**config.mk**
```make
export PLATFORM = sky130hd
export DESIGN_NAME = count_sched
export DESIGN_NICKNAME = d
export VERILOG_FILES = /design/src/rtl/count_sched.sv
export SDC_FILE = /design/constraint.sdc
export NUM_CORES = 1
export LEC_CHECK = 0
export CELL_PAD_IN_SITES_DETAIL_PLACEMENT = 1
export CELL_PAD_IN_SITES_GLOBAL_PLACEMENT = 2
export CORE_MARGIN = 8
export CORE_UTILIZATION = 29
export DETAILED_ROUTE_END_ITERATION = 12
export PLACE_DENSITY_LB_ADDON = 0.1
export SETUP_SLACK_MARGIN = 0.02
export SYNTH_ARGS = -nofsm -noshare
export SYNTH_HDL_FRONTEND = slang
export SYNTH_SLANG_ARGS = --single-unit
```
**constraint.sdc**
```tcl
create_clock -name clk -period 5.4 [get_ports clk]
set_clock_uncertainty 0.1 [all_clocks]
set_input_delay 0.54 -clock clk [delete_from_list [all_inputs] [get_ports clk]]
set_output_delay 0.54 -clock clk [all_outputs]
set_load 0.01 [all_outputs]
```
**src/rtl/count_sched.sv**
```systemverilog
// Round-robin owner of a shared 4-bit up-counter: grants it to one requester,
// clears it, and pulses that requester's done once the count reaches its length.
//
// state | meaning
// IDLE  | counter free; arbitrate among asserted requests
// CLEAR | counter granted; cnt_clr asserted for one cycle
// RUN   | waiting for cnt to equal the latched length
// DONE  | done pulse to owner; owner becomes the round-robin pointer
module count_sched #(
  parameter int N = 4
) (
  input  logic           clk,
  input  logic           rst,
  input  logic [N-1:0]   req,
  input  logic [4*N-1:0] len,
  input  logic [3:0]     cnt,
  output logic           cnt_clr,
  output logic [N-1:0]   grant,
  output logic [N-1:0]   done,
  output logic           busy
);

  localparam int W = $clog2(N);

  typedef enum logic [1:0] {IDLE, CLEAR, RUN, DONE} state_t;

  state_t       state, state_nxt;
  logic [W-1:0] ptr;
  logic [W-1:0] winner;
  logic [3:0]   len_q;

  logic [W-1:0] start_idx;
  logic [N-1:0] req_rot;
  logic [W-1:0] off;
  logic         found;
  logic [W:0]   sum;
  logic [W-1:0] pick;
  logic [3:0]   pick_len;
  logic [N-1:0] win_oh;

  // Rotate requests so the slot after the last winner sits at bit 0, then take the lowest set bit.
  always_comb begin
    int j;
    j         = 0;
    start_idx = (ptr == W'(N - 1)) ? '0 : ptr + W'(1);
    req_rot   = '0;
    for (int i = 0; i < N; i++) begin
      j = int'(start_idx) + i;
      if (j >= N) j = j - N;
      req_rot[i] = req[j];
    end
    found = 1'b0;
    off   = '0;
    for (int i = 0; i < N; i++) begin
      if (!found && req_rot[i]) begin
        found = 1'b1;
        off   = W'(i);
      end
    end
    sum      = {1'b0, start_idx} + {1'b0, off};
    pick     = (sum >= (W+1)'(N)) ? W'(sum - (W+1)'(N)) : W'(sum);
    pick_len = len[{pick, 2'b00} +: 4];
  end

  always_ff @(posedge clk) begin
    if (rst) state <= IDLE;
    else     state <= state_nxt;
  end

  always_ff @(posedge clk) begin
    if (rst) begin
      ptr    <= W'(N - 1);
      winner <= '0;
      len_q  <= '0;
    end else begin
      if (state == IDLE && found) begin
        winner <= pick;
        len_q  <= pick_len;
      end
      if (state == DONE) ptr <= winner;
    end
  end

  always_comb begin
    state_nxt = state;
    case (state)
      IDLE:    if (found) state_nxt = CLEAR;
      CLEAR:   state_nxt = RUN;
      RUN:     if (cnt == len_q) state_nxt = DONE;
      DONE:    state_nxt = IDLE;
      default: state_nxt = IDLE;
    endcase
  end

  always_comb begin
    win_oh  = {{(N-1){1'b0}}, 1'b1} << winner;
    grant   = '0;
    done    = '0;
    busy    = 1'b0;
    cnt_clr = 1'b0;
    case (state)
      CLEAR: begin
        grant   = win_oh;
        busy    = 1'b1;
        cnt_clr = 1'b1;
      end
      RUN: begin
        grant = win_oh;
        busy  = 1'b1;
      end
      DONE: begin
        grant = win_oh;
        done  = win_oh;
        busy  = 1'b1;
      end
      default: ;
    endcase
  end

endmodule

```
==> summary.txt, run 1 <==
share of cell area taken by muxes after synthesis: 16.17%
initial antenna violation count: 0
# Post-CTS Setup Buffers: 0
synthesized net count: 148
worst slew slack as a fraction of its limit: 64.06%
count of cells resized by post-cts repair: 0
maxcap violations: 0
area fraction in compound gates after synthesis: 23.28%
area used by sequential logic in the layout: 200.2 sq um
clock latency on the worst-skew pair: 0.24 ns
outcome: finished, final reports clean
type of origin of the critical path: register
number of buffers added by the clock tree synthesis step: 3
ANT nets after route: 0
cell-by-cell listing of the critical path: inv_1, ha_1, or3_4, nand2_1, nor2_1, o31ai_1, a21oi_1, ha_1, xnor2_1, o21ai_1, and3_4, o41ai_2
Netlist cell types: 42
total via count after detailed routing: 1016
via count of the first global-routing pass: 1188
remaining routing DRC violations: 0
Antenna diodes: 0
largest net degree at the start of global routing: 11
setup violation total in the final timing report: 0
Worst Hold Class: reg -> reg
Clock power frac: 16.1%
via density per instance: 5.184
Int Power: 0.3538 mW
Area growth, synth to finish: 38.30%
P_sw: 0.2475 mW
clock transition time at the flip-flop clock pins of the worst setup and hold paths: 0.05 ns
number of pins exceeding their max-slew limit in the final report: 0
global-route wire length before repair: 5340 microns
proportion of total power due to net switching: 41.16%
gate count of the mapped netlist: 114
highest clock rate: 273.2 MHz
power per cell area: 398.5 nW/um^2
GRT Overall Usage: 10.48%
Die Y: 77.34 microns
estimated wirelength of the detail-placed design: 2493 microns
ys flop type: sky130_fd_sc_hd__dfxtp_1
worst-margin pin slew: 0.5353 ns
Die ar.: 5981 sq um
flop-to-flop setup slack: 1.74 ns
horizontal die dimension: 77.34 microns
portion of the clock cycle consumed by the worst path in the final layout: 67.77%
top post-synthesis cells by area: sky130_fd_sc_hd__dfxtp_1, sky130_fd_sc_hd__ha_1, sky130_fd_sc_hd__mux2_2
detailed-route wire length: 3003 microns
Synth top area share: 18.35%
number of hold violations in the final report: 0
ys async rst share: 0%
count of flip-flops with a built-in enable after synthesis: 0
TritonCTS clock tree: done
slowest stage delay, CP: 0.54 ns
number of detailed-routing iterations run before antenna repair: 4
core box area: 3633 sq um
Comb power frac: 60.8%
deepest level of the CTS H-tree: 1
post-synthesis xor/xnor area fraction: 4.817%
accumulated negative setup slack: 0 ns
worst endpoint required time: 5.43 ns
Crit Path Class: reg -> reg
critical path data arrival time: 3.69 ns
CTS root buffer: sky130_fd_sc_hd__clkbuf_8
fill cell instance count of the final layout: 457
overflow left after global routing: 0
number of buffers added on ports: 35
main combinational cell family by area after synthesis: compound AO/OA/AOI/OAI gates
Static Leak: 0.5973 nW
first-iteration detailed-routing DRC count: 26
Worst setup EP type: register
simple-gate portion of the synthesized area: 20.53%
most prevalent standard cell on the critical path: sky130_fd_sc_hd__ha_1
Post-Synth Adder-Cell Area: 9.174%
maximum vdd ir drop: 0.1872 mV
# nets final: 183
num rows: 22
mean instance size in the synthesized netlist: 9.571 sq um
Initial Util: 30.03%
Yosys top cell by area: sky130_fd_sc_hd__dfxtp_1
critical-path maximum fanout: 10
fraction of power consumed by sequential logic: 23.2%
shortest clock period the worst path allows after layout: 3.660 ns
share of post-route cells with drive strength above 1: 18.24%
I/O pins: 36
area of the mapped netlist: 1091 sq um
unrepaired setup endpoints after global routing: false
post-DR wirelength/cell: 15.32 microns
number of register bits inferred by synthesis: 10
sequential share of the synthesized area: 18.35%
count of warnings emitted by yosys: 0
footprint of the multi-input gates: 807.0 sq um
CTS Hold Buffers Added: 0
Critical-path top delay cell: sky130_fd_sc_hd__dfxtp_1
gpl congestion: 0.7887
Worst Hold Slack: 0.4117 ns
maximum number of buffers from clock root to sink: 2
clock sink count: 10
==> synth_stat cells, types with 2 or more instances <==
cell / count
sky130_fd_sc_hd__or3_4: 2
sky130_fd_sc_hd__o211ai_1: 6
sky130_fd_sc_hd__nand3_1: 2
sky130_fd_sc_hd__nor3b_1: 3
sky130_fd_sc_hd__nor3_1: 5
sky130_fd_sc_hd__mux2i_1: 6
sky130_fd_sc_hd__nand4_1: 2
sky130_fd_sc_hd__and3_2: 3
sky130_fd_sc_hd__o21ai_1: 4
sky130_fd_sc_hd__a21oi_1: 4
sky130_fd_sc_hd__mux2_2: 6
sky130_fd_sc_hd__and3_1: 2
sky130_fd_sc_hd__nand2_1: 5
sky130_fd_sc_hd__nor4_1: 4
sky130_fd_sc_hd__dfxtp_1: 10
sky130_fd_sc_hd__nor2_1: 5
sky130_fd_sc_hd__a211o_1: 2
sky130_fd_sc_hd__o41ai_2: 4
sky130_fd_sc_hd__xnor2_1: 5
sky130_fd_sc_hd__inv_1: 4
sky130_fd_sc_hd__buf_6: 2
sky130_fd_sc_hd__ha_1: 8
==> per-stage QoR <==
step	std cells	cell area (sq um)	power, mW	setup WS (ns)	util [%]
finish	196	1509	0.6013	1.740	41.53
global route	196	1509	0.6508	1.570	41.53
CTS	196	1509	0.6110	1.756	41.53
detailed placement	192	1454	0.5113	1.790	40.01
global placement	192	1454	0.5042	1.833	40.01
floorplan	114	1091	0.4136	2.362	-
==> metal layers <==
metal / vias up / global-route usage, % / wire [microns]
met2: 18 / 19.55 / 1632
met3: 0 / 2.535 / 86
li1: 511 / - / -
met5: - / 0 / 0
met4: 0 / 1.698 / 0
met1: 487 / 11.86 / 1284
==> state kept, by name, indices dropped and copies added (netlist names) <==
register / count
len_q: 4
ptr: 2
state: 2
winner: 2
==> cell type report <==
cell class | count | area share (%)
clock buffer | 4 | 3.648
tap | 48 | 3.980
sequential | 10 | 13.27
multi-input combinational | 93 | 53.48
inverter | 6 | 2.405
timing repair buffer | 35 | 23.22
==> layout by cell type (no fill, tap or decap), types with 2 or more instances in the layout <==
master,Yosys,final
sky130_fd_sc_hd__a211o_1,2,2
sky130_fd_sc_hd__a21oi_1,4,4
sky130_fd_sc_hd__and3_1,2,2
sky130_fd_sc_hd__and3_2,3,3
sky130_fd_sc_hd__clkbuf_8,1,4
sky130_fd_sc_hd__clkdlybuf4s50_1,0,35
sky130_fd_sc_hd__dfxtp_1,10,10
sky130_fd_sc_hd__ha_1,8,8
sky130_fd_sc_hd__inv_1,4,4
sky130_fd_sc_hd__mux2_2,6,6
sky130_fd_sc_hd__mux2i_1,6,6
sky130_fd_sc_hd__nand2_1,5,5
sky130_fd_sc_hd__nand3_1,2,2
sky130_fd_sc_hd__nand4_1,2,2
sky130_fd_sc_hd__nor2_1,5,5
sky130_fd_sc_hd__nor3_1,5,5
sky130_fd_sc_hd__nor3b_1,3,3
sky130_fd_sc_hd__nor4_1,4,4
sky130_fd_sc_hd__o211ai_1,6,6
sky130_fd_sc_hd__o21ai_1,4,4
sky130_fd_sc_hd__o41ai_2,4,4
sky130_fd_sc_hd__or3_4,2,2
sky130_fd_sc_hd__xnor2_1,5,5
==> final timing paths <==
check,startpoint,end,cells after the start
max reg2reg,ptr[0]$_SDFFE_PP1P_,len_q[3]$_SDFFE_PP0P_,12
min reg2reg,state[1]$_SDFFE_PP0P_,state[1]$_SDFFE_PP0P_,2
max,ptr[0]$_SDFFE_PP1P_,len_q[3]$_SDFFE_PP0P_,12
min,state[1]$_SDFFE_PP0P_,state[1]$_SDFFE_PP0P_,2
==> worst max-delay path: cells and delay by family, from the launching register on <==
family                   cells  cell delay [ns]
AO/OA/AOI/OAI                4             0.91
AND/OR/NAND/NOR              4             0.77
adder cells (fa/ha/maj)      2             0.66
flip-flops                   1             0.54
XOR/XNOR                     1             0.45
buffers and inverters        1             0.12
==> cells by family (layout without fill, tap and decap cells) <==
group	count (synthesis)	in the layout
fa+ha+maj	8	8
mux	14	14
compound gates	28	28
flops	10	10
simple gates	37	37
xor+xnor	6	6
buf+inv	11	45
==> power by group through the flow <==
stage / sequential, mW / combinational (mW) / clock (mW)
after detailed placement: 0.141 / 0.371 / 0
after global placement: 0.140 / 0.365 / 0
final: 0.139 / 0.365 / 0.0965
after global routing: 0.145 / 0.404 / 0.102
after floorplan: 0.124 / 0.290 / 0
after CTS: 0.140 / 0.372 / 0.0990
No activity file was read; power rests on OpenSTA's default activity.
==> run 2, diff against run 1 <==
--- a/config.mk
+++ b/config.mk
@@ -8,7 +8,7 @@
 export CELL_PAD_IN_SITES_DETAIL_PLACEMENT = 1
 export CELL_PAD_IN_SITES_GLOBAL_PLACEMENT = 2
 export CORE_MARGIN = 8
-export CORE_UTILIZATION = 29
+export CORE_UTILIZATION = 24
 export DETAILED_ROUTE_END_ITERATION = 12
 export PLACE_DENSITY_LB_ADDON = 0.1
 export SETUP_SLACK_MARGIN = 0.02
==> constraint.sdc (replaced) <==
create_clock -name clk -period 3.1 [get_ports clk]
set_clock_uncertainty 0.1 [all_clocks]
set_input_delay 0.31 -clock clk [delete_from_list [all_inputs] [get_ports clk]]
set_output_delay 0.31 -clock clk [all_outputs]
set_load 0.01 [all_outputs]
==> summary.txt, run 2 (same netlist as run 1, synthesis figures left out) <==
clock sink count: 10
largest net degree at the start of global routing: 11
deepest level of the CTS H-tree: 1
number of buffers added by the clock tree synthesis step: 3
CTS root buffer: sky130_fd_sc_hd__clkbuf_8
number of detailed-routing iterations run before antenna repair: 2
setup violation total in the final timing report: 0
Worst setup EP type: register
number of flip-flops in the largest register: 4
number of pins exceeding their max-slew limit in the final report: 0
Worst Hold Class: reg -> reg
remaining routing DRC violations: 0
critical-path maximum fanout: 9
Initial Util: 25.06%
overflow left after global routing: 0
Static Leak: 0.6458 nW
clock latency on the worst-skew pair: 0.23 ns
detailed-route wire length: 3364 microns
Die Y: 83.43 microns
I/O pins: 36
maximum number of buffers from clock root to sink: 2
final cell count without fillers: 210
# nets final: 193
first-iteration detailed-routing DRC count: 33
share of post-route cells with drive strength above 1: 33.54%
number of buffers added on ports: 35
Worst Hold Slack: 0.3989 ns
core box area: 4354 sq um
fill cell instance count of the final layout: 491
Overall Power: 1.167 mW
maxcap violations: 0
shortest clock period the worst path allows after layout: 2.943 ns
estimated wirelength of the detail-placed design: 2774 microns
type of origin of the critical path: register
maximum vdd ir drop: 0.2326 mV
clock transition time at the flip-flop clock pins of the worst setup and hold paths: 0.05 ns
Area growth, synth to finish: 55.39%
outcome: finished, final reports clean
via density per instance: 5.029
post-DR wirelength/cell: 16.02 microns
most common cell after layout, fill and taps aside: sky130_fd_sc_hd__clkdlybuf4s50_1
footprint of the multi-input gates: 903.4 sq um
register with the most flip-flops: len_q
initial antenna violation count: 0
ANT nets after route: 0
Die ar.: 6960 sq um
via count of the first global-routing pass: 1120
TritonCTS clock tree: done
Crit Path Class: reg -> reg
most frequent cells in the layout: sky130_fd_sc_hd__clkdlybuf4s50_1, sky130_fd_sc_hd__dfxtp_1, sky130_fd_sc_hd__buf_4
power per cell area: 688.5 nW/um^2
area used by sequential logic in the layout: 202.7 sq um
critical path data arrival time: 2.98 ns
global-route wire length before repair: 5561 microns
worst endpoint required time: 3.13 ns
pre-CTS setup slack: 0.1106 ns
worst slew slack as a fraction of its limit: 72.46%
worst-margin pin slew: 0.4119 ns
GRT Overall Usage: 9.353%
Antenna diodes: 0
gpl congestion: 0.7338
num rows: 24
accumulated negative setup slack: 0 ns
horizontal die dimension: 83.43 microns
post-route cell area: 1695 sq um
placed cells: 202
highest clock rate: 339.8 MHz
area of placed instances: 1504 sq um
portion of the clock cycle consumed by the worst path in the final layout: 94.95%
final core utilization: 38.94%
total via count after detailed routing: 1056
number of hold violations in the final report: 0
Worst Setup Slack, final: 0.1567 ns
run 2: changes by cell type in the layout (fill, tap and decap cells not counted), moves of 2 or more:
cell	before	now
sky130_fd_sc_hd__nor4_1	4	1
sky130_fd_sc_hd__dfxtp_2	0	2
sky130_fd_sc_hd__nor4_2	0	3
sky130_fd_sc_hd__ha_4	0	2
sky130_fd_sc_hd__inv_1	4	2
sky130_fd_sc_hd__dfxtp_1	10	8
sky130_fd_sc_hd__buf_4	0	8
sky130_fd_sc_hd__inv_2	0	2
sky130_fd_sc_hd__ha_1	8	5
sky130_fd_sc_hd__buf_6	0	2
run 2: layout make-up:
class                           count  share of cell area, %
Multi-Input combinational cell     93                  53.28
Timing Repair Buffer               45                  25.53
Sequential cell                    10                  11.96
Tap cell                           52                  3.838
Clock buffer                        4                  3.247
Inverter                            6                  2.140
run 2: final timing paths:
check	cells past startpoint	endpoint	start	slack [ns]
worst max-delay path	12	len_q[3]$_SDFFE_PP0P_	ptr[0]$_SDFFE_PP1P_	0.16
worst min-delay path	2	state[1]$_SDFFE_PP0P_	state[1]$_SDFFE_PP0P_	0.40
worst max register to register	12	len_q[3]$_SDFFE_PP0P_	ptr[0]$_SDFFE_PP1P_	0.16
worst min register to register	2	state[1]$_SDFFE_PP0P_	state[1]$_SDFFE_PP0P_	0.40
run 2: metal layers:
| layer | global-route usage (%) | wire length (microns) |
|---|---|---|
| met1 | 10.68 | 1513 |
| met4 | 1.884 | 0 |
| met5 | 0 | 0 |
| met3 | 1.855 | 84 |
| met2 | 17.33 | 1766 |
run 2: timing repair:
item / CTS / global route
resized for setup: 0 / 21
endpoints found under the setup margin: 0 / 4
hold buffers: 0 / 0
setup buffers: 0 / 4
run 2: report_power, final:
| part | internal (mW) | switching (mW) | total (mW) |
|---|---|---|---|
| Clock | 0.112 | 0.0528 | 0.165 |
| Combinational | 0.395 | 0.369 | 0.764 |
| Sequential | 0.182 | 0.0560 | 0.238 |
| Total | 0.689 | 0.478 | 1.17 |
run 2: worst max-delay path, cell delays in order (launching register included):
cell and delay, ns:
sky130_fd_sc_hd__dfxtp_2 0.33, sky130_fd_sc_hd__buf_6 0.14, sky130_fd_sc_hd__ha_4 0.16, sky130_fd_sc_hd__or3_4 0.39, sky130_fd_sc_hd__nand2_1 0.09, sky130_fd_sc_hd__nor2_2 0.04, sky130_fd_sc_hd__o31ai_2 0.23, sky130_fd_sc_hd__a21oi_1 0.10
sky130_fd_sc_hd__ha_2 0.23, sky130_fd_sc_hd__xnor2_4 0.14, sky130_fd_sc_hd__or3_4 0.42, sky130_fd_sc_hd__and3_4 0.19, sky130_fd_sc_hd__o41ai_4 0.28
